`src/rtl/word_ram_responder.sv`:
```
// Converts 32-bit/byte word requests into one or two big-endian 16-bit memory
// commands with ready/valid handshaking, and assembles returned read data.
`timescale 1ns/1ps
module word_ram_responder #(
  parameter int unsigned MEM_AW = 24
) (
  input  logic              clk_sys,
  input  logic              reset_l,
  input  logic              word_rd,
  input  logic              word_wr,
  input  logic              word_32bit,
  input  logic [25:0]       word_addr,
  input  logic [31:0]       word_data,
  output logic [31:0]       word_q,
  output logic              word_busy,
  output logic              err_overrun,
  output logic              mem_req,
  output logic              mem_we,
  output logic [1:0]        mem_be,
  output logic [MEM_AW-1:0] mem_addr,
  output logic [15:0]       mem_d,
  input  logic              mem_ready,
  input  logic              mem_qvalid,
  input  logic [15:0]       mem_q
);

  localparam int unsigned WORD_AW = 26;
  localparam int unsigned CNT_W   = 2;

  typedef enum logic [1:0] {IDLE, CMD_HI, CMD_LO, WAIT_Q} state_t;

  state_t              state, state_d;
  logic                req_we, req_we_d;
  logic                req_32, req_32_d;
  logic [15:0]         req_lo, req_lo_d;
  logic [CNT_W-1:0]    cnt, cnt_d;
  logic [31:0]         word_q_d;
  logic                err_d;
  logic                mem_req_d, mem_we_d;
  logic [1:0]          mem_be_d;
  logic [MEM_AW-1:0]   mem_addr_d;
  logic [15:0]         mem_d_d;
  logic                pulse;
  logic                q_done;
  logic                unused_addr_hi;

  assign pulse          = word_rd | word_wr;
  assign word_busy      = (state != IDLE) | pulse;
  assign unused_addr_hi = ^word_addr[WORD_AW-1:MEM_AW+1];

  // State and all registered outputs
  always_ff @(posedge clk_sys) begin
    if (!reset_l) begin
      state       <= IDLE;
      req_we      <= 1'b0;
      req_32      <= 1'b0;
      req_lo      <= 16'h0;
      cnt         <= CNT_W'(0);
      word_q      <= 32'h0;
      err_overrun <= 1'b0;
      mem_req     <= 1'b0;
      mem_we      <= 1'b0;
      mem_be      <= 2'b00;
      mem_addr    <= MEM_AW'(0);
      mem_d       <= 16'h0;
    end else begin
      state       <= state_d;
      req_we      <= req_we_d;
      req_32      <= req_32_d;
      req_lo      <= req_lo_d;
      cnt         <= cnt_d;
      word_q      <= word_q_d;
      err_overrun <= err_d;
      mem_req     <= mem_req_d;
      mem_we      <= mem_we_d;
      mem_be      <= mem_be_d;
      mem_addr    <= mem_addr_d;
      mem_d       <= mem_d_d;
    end
  end

  // Next state, next command fields and read-data assembly
  always_comb begin
    state_d    = state;
    req_we_d   = req_we;
    req_32_d   = req_32;
    req_lo_d   = req_lo;
    cnt_d      = cnt;
    word_q_d   = word_q;
    err_d      = err_overrun | (pulse & (state != IDLE));
    mem_req_d  = mem_req;
    mem_we_d   = mem_we;
    mem_be_d   = mem_be;
    mem_addr_d = mem_addr;
    mem_d_d    = mem_d;
    q_done     = 1'b0;

    // Returns are only meaningful once the HI command has been accepted
    if ((state == CMD_LO || state == WAIT_Q) && !req_we && mem_qvalid) begin
      if (!req_32) begin
        word_q_d = {mem_q, mem_q};
        q_done   = 1'b1;
      end else if (cnt == CNT_W'(0)) begin
        word_q_d[31:16] = mem_q;
        cnt_d           = CNT_W'(1);
      end else begin
        word_q_d[15:0] = mem_q;
        cnt_d          = CNT_W'(2);
        q_done         = 1'b1;
      end
    end

    case (state)
      IDLE: begin
        if (pulse) begin
          state_d   = CMD_HI;
          req_we_d  = word_wr;
          req_32_d  = word_32bit;
          req_lo_d  = word_data[15:0];
          mem_req_d = 1'b1;
          mem_we_d  = word_wr;
          if (word_32bit) begin
            mem_addr_d = {word_addr[MEM_AW:2], 1'b0};
            mem_be_d   = 2'b11;
            mem_d_d    = word_data[31:16];
          end else begin
            mem_addr_d = word_addr[MEM_AW:1];
            mem_be_d   = word_addr[0] ? 2'b01 : 2'b10;
            mem_d_d    = word_data[15:0];
          end
        end
      end
      CMD_HI: begin
        if (mem_ready) begin
          if (req_32) begin
            state_d       = CMD_LO;
            mem_addr_d[0] = 1'b1;
            mem_d_d       = req_lo;
          end else begin
            mem_req_d = 1'b0;
            state_d   = req_we ? IDLE : WAIT_Q;
          end
        end
      end
      CMD_LO: begin
        if (mem_ready) begin
          mem_req_d = 1'b0;
          state_d   = (req_we || q_done) ? IDLE : WAIT_Q;
        end
      end
      WAIT_Q: begin
        if (q_done) state_d = IDLE;
      end
      default: state_d = IDLE;
    endcase

    if (state_d == IDLE) cnt_d = CNT_W'(0);
  end

endmodule

```
`config.mk`:
```
export PLATFORM = sky130hd
export DESIGN_NAME = word_ram_responder
export DESIGN_NICKNAME = d
export VERILOG_FILES = /design/src/rtl/word_ram_responder.sv
export SDC_FILE = /design/constraint.sdc
export NUM_CORES = 1
export LEC_CHECK = 0
export BUFFER_PORTS_ARGS = -buffer_cell sky130_fd_sc_hd__buf_2
export CELL_PAD_IN_SITES_DETAIL_PLACEMENT = 0
export CELL_PAD_IN_SITES_GLOBAL_PLACEMENT = 1
export CORE_AREA = 2 2 134 136
export CTS_CLUSTER_DIAMETER = 50
export DETAILED_ROUTE_END_ITERATION = 10
export DIE_AREA = 0 0 136 138
export HOLD_SLACK_MARGIN = 0.03
export PLACE_DENSITY = 0.7
export SLEW_MARGIN = 20
export SYNTH_ARGS = -nofsm -noshare
export SYNTH_HDL_FRONTEND = slang
export SYNTH_SLANG_ARGS = --single-unit
```
`constraint.sdc`:
```
create_clock -name clk_sys -period 3.5 [get_ports clk_sys]
set_input_delay 0.175 -clock clk_sys [delete_from_list [all_inputs] [get_ports clk_sys]]
set_output_delay 0.175 -clock clk_sys [all_outputs]
set_load 0.005 [all_outputs]
```
==> impl_metrics.toml, run 1 <==
[cts]
cts_resized = 0
tritoncts = "built"
clk_pin_slew_ns = 0.07
clock_sinks = 98
root_buffer = "clkbuf_16"
numCtsBuffers = 9
cts_setup_buffers = 0
clock_path_buffers = 2
hold_buffers = 0
htreeDepth = 3
clock_latency_ns = 0.35

[routing]
num_vias = 3618
dr.first_iter.drc_count = 122
drtPass1Iterations = 5
wl_per_cell_um = 13.50
drc = 0
ant_nets = 0
viasPerCell = 4.333
routed_wl_um = 11280

[power]
switchingPower_uw = 795.3
power_density_nw_per_um2 = 499.3
swShare_pct = 28.81
p_int_uw = 1965
ir_worst_vdd_uv = 214.1
pwr-share-seq_pct = 45.1
clockPowerShare_pct = 37.7
combPwrFrac_pct = 17.2
p_leak_uw = 0.002372

[sta]
hold_violations = 0
rsz0062_at_grt = "no"
setup-violations-final = 0
fmax_mhz = 433.1
finalMaxSlewViolations = 0
setup_tns_ns = 0
relSlewSlack_pct = 31.43
clock_skew_ns = 0.008475
worst_slack_ns = 1.191
min_period_ns = 2.309
period_share_pct = 65.96
worst_slew_pin_slew_ns = 1.025

[place]
dpl.hpwl_um = 7686
dp_cells = 819
place_area_um2 = 5223
portBuffers = 157
preCtsSetupSlack_ns = 1.140
place.gp.congestion = 0.7526

[synthesis]
yosysSeqAreaShare_pct = 46.28
ys_seq_elements = 98
synth_cell_types = 44
ys_warn_count = 0
ys.flop_type = "dfxtp_1"
synth_area_um2 = 4239
syn-num-nets = 543
synth_cells = 458
async_flop_share_pct = 0
syn_avg_cell_area_um2 = 9.256
synth_enable_flop_cells = 0

[worst_hold_path]
min_path_type = "in -> reg"

[worst_setup_path]
cp_cell_sequence = "inv_1, ha_1, inv_2, o21ai_1, and2_1, o211ai_1, a21boi_0"
arrival_ns = 2.58
crit_path_end_kind = "flip-flop"
worst-path-max-fanout = 18
crit_path_top_delay_cell = "and2_1"
critical_path.max_stage_delay_ns = 0.68
cp.required_ns = 3.77
critPathKind = "reg -> reg"
cp-start-kind = "flip-flop"

[global_routing]
grt_max_degree = 99
overflow = 0
antenna_found_initial = 0
grt_pass1_wl_um = 18120
grt_pass1_vias = 3456
track_usage_pct = 12.19

[cells_and_area]
area_growth_pct = 30.43
antennaDiodeCount = 0
layout-drive-gt1-share_pct = 31.52
final_area_um2 = 5529
layout.cells.non_filler = 835
nets = 686

[die]
row_count = 49
start_util_pct = 24.18
dieArea_um2 = 18770
ios = 159
chipHeight_um = 138
core_um2 = 17530
die_x_um = 136

[job]
cap_violations = 0

[status]
outcome = "complete, no violations"
per-stage QoR:
step	hold slack [ns]	power (uW)	util, %
floorplan	0.3199	1552	-
global placement	0.4310	1746	29.78
detailed placement	0.4342	1759	29.78
CTS	0.05296	2820	31.53
global route	0.06067	2921	31.53
finish	0.06899	2760	31.53
path summary, 6_finish.rpt:
kind                                     from      endpoint  slack (ns)  depth (start not counted)
worst max-delay path                 state[1]      mem_d[0]        1.19                          7
worst min-delay path            word_addr[23]  mem_addr[22]        0.07                          3
worst max register to register       state[1]      mem_d[0]        1.19                          7
worst min register to register       mem_d[1]      mem_d[1]        0.45                          2
synthesized netlist by cell type (2+ instances only):
cell	number	area [um2]
ha_1	4	50.05
inv_2	3	11.26
nand2_1	116	435.4
inv_1	2	7.510
nor3b_1	4	30.03
buf_2	7	35.03
a21boi_1	11	82.58
a21boi_0	48	360.4
nor2_1	6	22.52
buf_6	3	33.78
nand2b_1	2	12.51
nand3_1	2	10.01
o21ai_1	2	10.01
nor3_4	2	32.53
o21a_1	2	15.01
a21oi_1	2	10.01
o211a_1	2	20.02
dfxtp_1	98	1962
mux2i_1	49	490.5
clkbuf_1	18	67.56
nand3b_1	2	15.01
nor2b_1	35	219.0
o211ai_1	16	120.1
and2_1	2	12.51
flip-flops by register name, indices dropped and copies added, names as in the netlist:
| signal | cells |
|---|---|
| word_q | 32 |
| mem_addr | 24 |
| mem_d | 16 |
| req_lo | 16 |
| cnt | 2 |
| mem_be | 2 |
| state | 2 |
| err_overrun | 1 |
| mem_req | 1 |
| req_32 | 1 |
| req_we | 1 |
routing by layer:
metal	vias to the layer above	GRT usage [%]	share of wire, %
met5	-	0	0
met1	1664	15.06	45
met4	0	4.934	2.0
li1	1837	-	-
met2	103	20.21	48
met3	14	3.007	5.1
cells in the final DEF (no fill, tap or decap), types with 2 or more instances in the layout:
| cell type | count |
|---|---|
| nor2b_1 | 35 |
| o211ai_1 | 16 |
| mux2i_1 | 49 |
| dfxtp_1 | 98 |
| nand2_1 | 116 |
| a21boi_1 | 11 |
| nand3_1 | 2 |
| and2_1 | 2 |
| buf_2 | 157 |
| inv_6 | 3 |
| nor2_1 | 5 |
| o21a_1 | 2 |
| inv_1 | 2 |
| o211a_1 | 2 |
| clkbuf_16 | 9 |
| nand2b_1 | 2 |
| a21oi_1 | 2 |
| nor3b_1 | 4 |
| buf_4 | 4 |
| ha_1 | 4 |
| nand3b_1 | 2 |
| inv_2 | 3 |
| nor3_4 | 3 |
| a21boi_0 | 48 |
kinds of logic after synthesis:
| group | after synthesis | synth area share [%] |
|---|---|---|
| multiplexers | 49 | 11.57 |
| buffers and inverters | 34 | 3.837 |
| adder cells (fa/ha/maj) | 4 | 1.181 |
| flip-flops | 98 | 46.28 |
| AND/OR/NAND/NOR | 178 | 20.10 |
| AO/OA/AOI/OAI | 95 | 17.03 |
worst max-delay path, delay by kind of cell (launching register included):
kind,cells,cell delay (ns)
AND/OR/NAND/NOR,1,0.68
AO/OA/AOI/OAI,3,0.57
flip-flops,1,0.36
adder cells (fa/ha/maj),1,0.34
buffers and inverters,2,0.28
power groups by stage:
stage / logic [uW] / registers [uW] / clock network, uW
after global placement: 478 / 1270 / 0
final: 474 / 1250 / 1040
after detailed placement: 487 / 1270 / 0
after floorplan: 279 / 1270 / 0
after CTS: 488 / 1250 / 1080
after global routing: 535 / 1260 / 1130
cell type report:
cell class                      count  area [um2]
Clock inverter                      7       81.33
Timing Repair Buffer              161       815.8
Clock buffer                        9       225.2
Fill cell                        1894       12010
Inverter                            5       18.77
Sequential cell                    98        1962
Tap cell                          229       286.5
Multi-Input combinational cell    326        2140
Note: power is estimated with default switching activity, not from simulation.
==> run 2, diff against run 1 <==
PLACE_DENSITY = 0.72   (was 0.7)
clock period = 2.05 ns   (was 3.5 ns; I/O delays follow)
==> run 2 against run 1 <==
Net effect: maximum frequency grew 26%; non-clock buffer count grew 68; worst setup slack lost 0.97 ns; first-iteration DRC count grew 30%; sequential share of layout area shrank 4.0 points; sequential power grew 70%; total power grew 72%; via count grew 4.7%; critical path depth is the same; critical path type unchanged; critical endpoint is now cnt[1].
==> impl_metrics.toml, run 2 (synthesized netlist as in run 1, its figures left out) <==
[worst_hold_path]
holdPathStages = 3
hold_path_end = "req_we"
min-delay-start = "word_wr"
min_path_type = "in -> reg"

[cells_and_area]
nets = 754
mostFrequentLayoutCells = "157 x buf_2, 116 x nand2_1, 98 x dfxtp_1"
final_area_um2 = 6240
layout-drive-gt1-share_pct = 30.42
top_register = "word_q"
largest_register_ffs = 32
antennaDiodeCount = 0
fin_util_pct = 35.59
top_regs = "word_q: 32 flops, mem_addr: 24 flops"
layout_commonest_cell = "buf_2"
area_growth_pct = 47.20

[sta]
fmax_mhz = 545.8
setup_tns_ns = 0
hold_violations = 0
min_period_ns = 1.832
setup-violations-final = 0
finalMaxSlewViolations = 0
worst_slew_pin_slew_ns = 0.6451
rsz0062_at_grt = "no"
timing.hold.ws_ns = 0.07467
period_share_pct = 89.38
clock_skew_ns = 0.006050
relSlewSlack_pct = 56.99

[power]
swShare_pct = 29.24
ir_worst_vdd_uv = 366.6
p_leak_uw = 0.002675
combPwrFrac_pct = 21.0
switchingPower_uw = 1392
p_int_uw = 3369
power_density_nw_per_um2 = 763.1
pwr-share-seq_pct = 44.4
clockPowerShare_pct = 34.6

[routing]
dr.first_iter.drc_count = 158
ant_nets = 0
viasPerCell = 4.195
wl_per_cell_um = 13.07
drc = 0
num_vias = 3788
drtPass1Iterations = 4
routed_wl_um = 11800

[die]
start_util_pct = 24.18
chipHeight_um = 138
core_um2 = 17530
row_count = 49
die_x_um = 136
dieArea_um2 = 18770
ios = 159

[worst_setup_path]
cp.required_ns = 2.28
critPathKind = "reg -> reg"
rrSetupSlack_ns = 0.22
crit_path_end_kind = "flip-flop"
reg2reg_depth = 7
cp-start-kind = "flip-flop"
worst-path-max-fanout = 7
arrival_ns = 2.07
r2r_start = "state[1]"
r2r_end = "cnt[1]"

[cts]
clock_path_buffers = 2
tritoncts = "built"
numCtsBuffers = 9
clock_sinks = 98
clk_pin_slew_ns = 0.07
root_buffer = "clkbuf_16"
htreeDepth = 3
clock_latency_ns = 0.35

[global_routing]
grt_max_degree = 99
antenna_found_initial = 0
grt_pass1_vias = 3597
track_usage_pct = 12.63
overflow = 0
grt_pass1_wl_um = 18770

[status]
outcome = "complete, no violations"

[place]
place_area_um2 = 5368
portBuffers = 157
dpl.hpwl_um = 7557
place.gp.congestion = 0.7464

[job]
cap_violations = 0
==> run 2: changes by cell type in the layout (fill, tap and decap cells not counted), sizes merged <==
| cell | previous run | this run |
|---|---|---|
| inv | 9 | 7 |
| bufinv | 1 | 0 |
| clkinv | 2 | 3 |
| dlygate4sd3 | 0 | 55 |
| clkinvlp | 0 | 2 |
| buf | 161 | 174 |
==> run 2: critical path, stage by stage, from the launching register on <==
cell,delay [ns]
dfxtp_1,0.42
inv_1,0.11
ha_1,0.28
o21bai_1,0.16
o311a_1,0.20
o21ai_2,0.09
a2111oi_4,0.37
nor3b_1,0.09
==> run 2: area by class of cell <==
class	instances	area (um2)
clock buffer	9	225.2
clock inverter	7	62.56
fill	1853	11290
inverter	5	18.77
multi-input combinational	326	2158
sequential	98	1962
tap	229	286.5
timing repair buffer	229	1526
==> run 2: metal layers <==
layer | global-route usage [%] | share of wire [%]
met2 | 20.07 | 45
met4 | 4.605 | 1.5
met3 | 3.520 | 5.2
met5 | 0 | 0
met1 | 16.30 | 48
==> run 2: worst max-delay path by stage <==
stage / endpoint / slack, ns / from
finish: cnt[1] / 0.22 / state[1]
global route: cnt[1] / 0.03 / state[1]
CTS: word_q[24] / 0.07 / state[1]
detailed placement: word_q[24] / 0.07 / state[1]
global placement: word_q[23] / 0.08 / state[1]
floorplan: cnt[0] / 0.34 / state[0]
==> run 2: timing repair <==
item / in CTS / in global routing
hold buffers: 55 / 0
setup endpoints to repair: 0 / 18
gates resized for setup: 0 / 2
buffers inserted: 0 / 2
hold endpoints to repair: 69 / 0
==> run 2: through the flow <==
step           power (uW)  setup slack [ns]  std cells
6_report             4761            0.2178        903
5_1_grt              5045           0.03054        903
4_1_cts              4855           0.06505        901
3_5_place_dp         3085           0.07133        830
3_3_place_gp         3077           0.08144        830
2_1_floorplan        2649            0.3374        458
==> run 2: power groups by stage <==
stage	logic, uW	clock network, uW	registers (uW)
finish	1000	1650	2120
global route	1120	1790	2130
CTS	1010	1730	2120
detailed placement	925	0	2160
global placement	919	0	2160
floorplan	476	0	2170
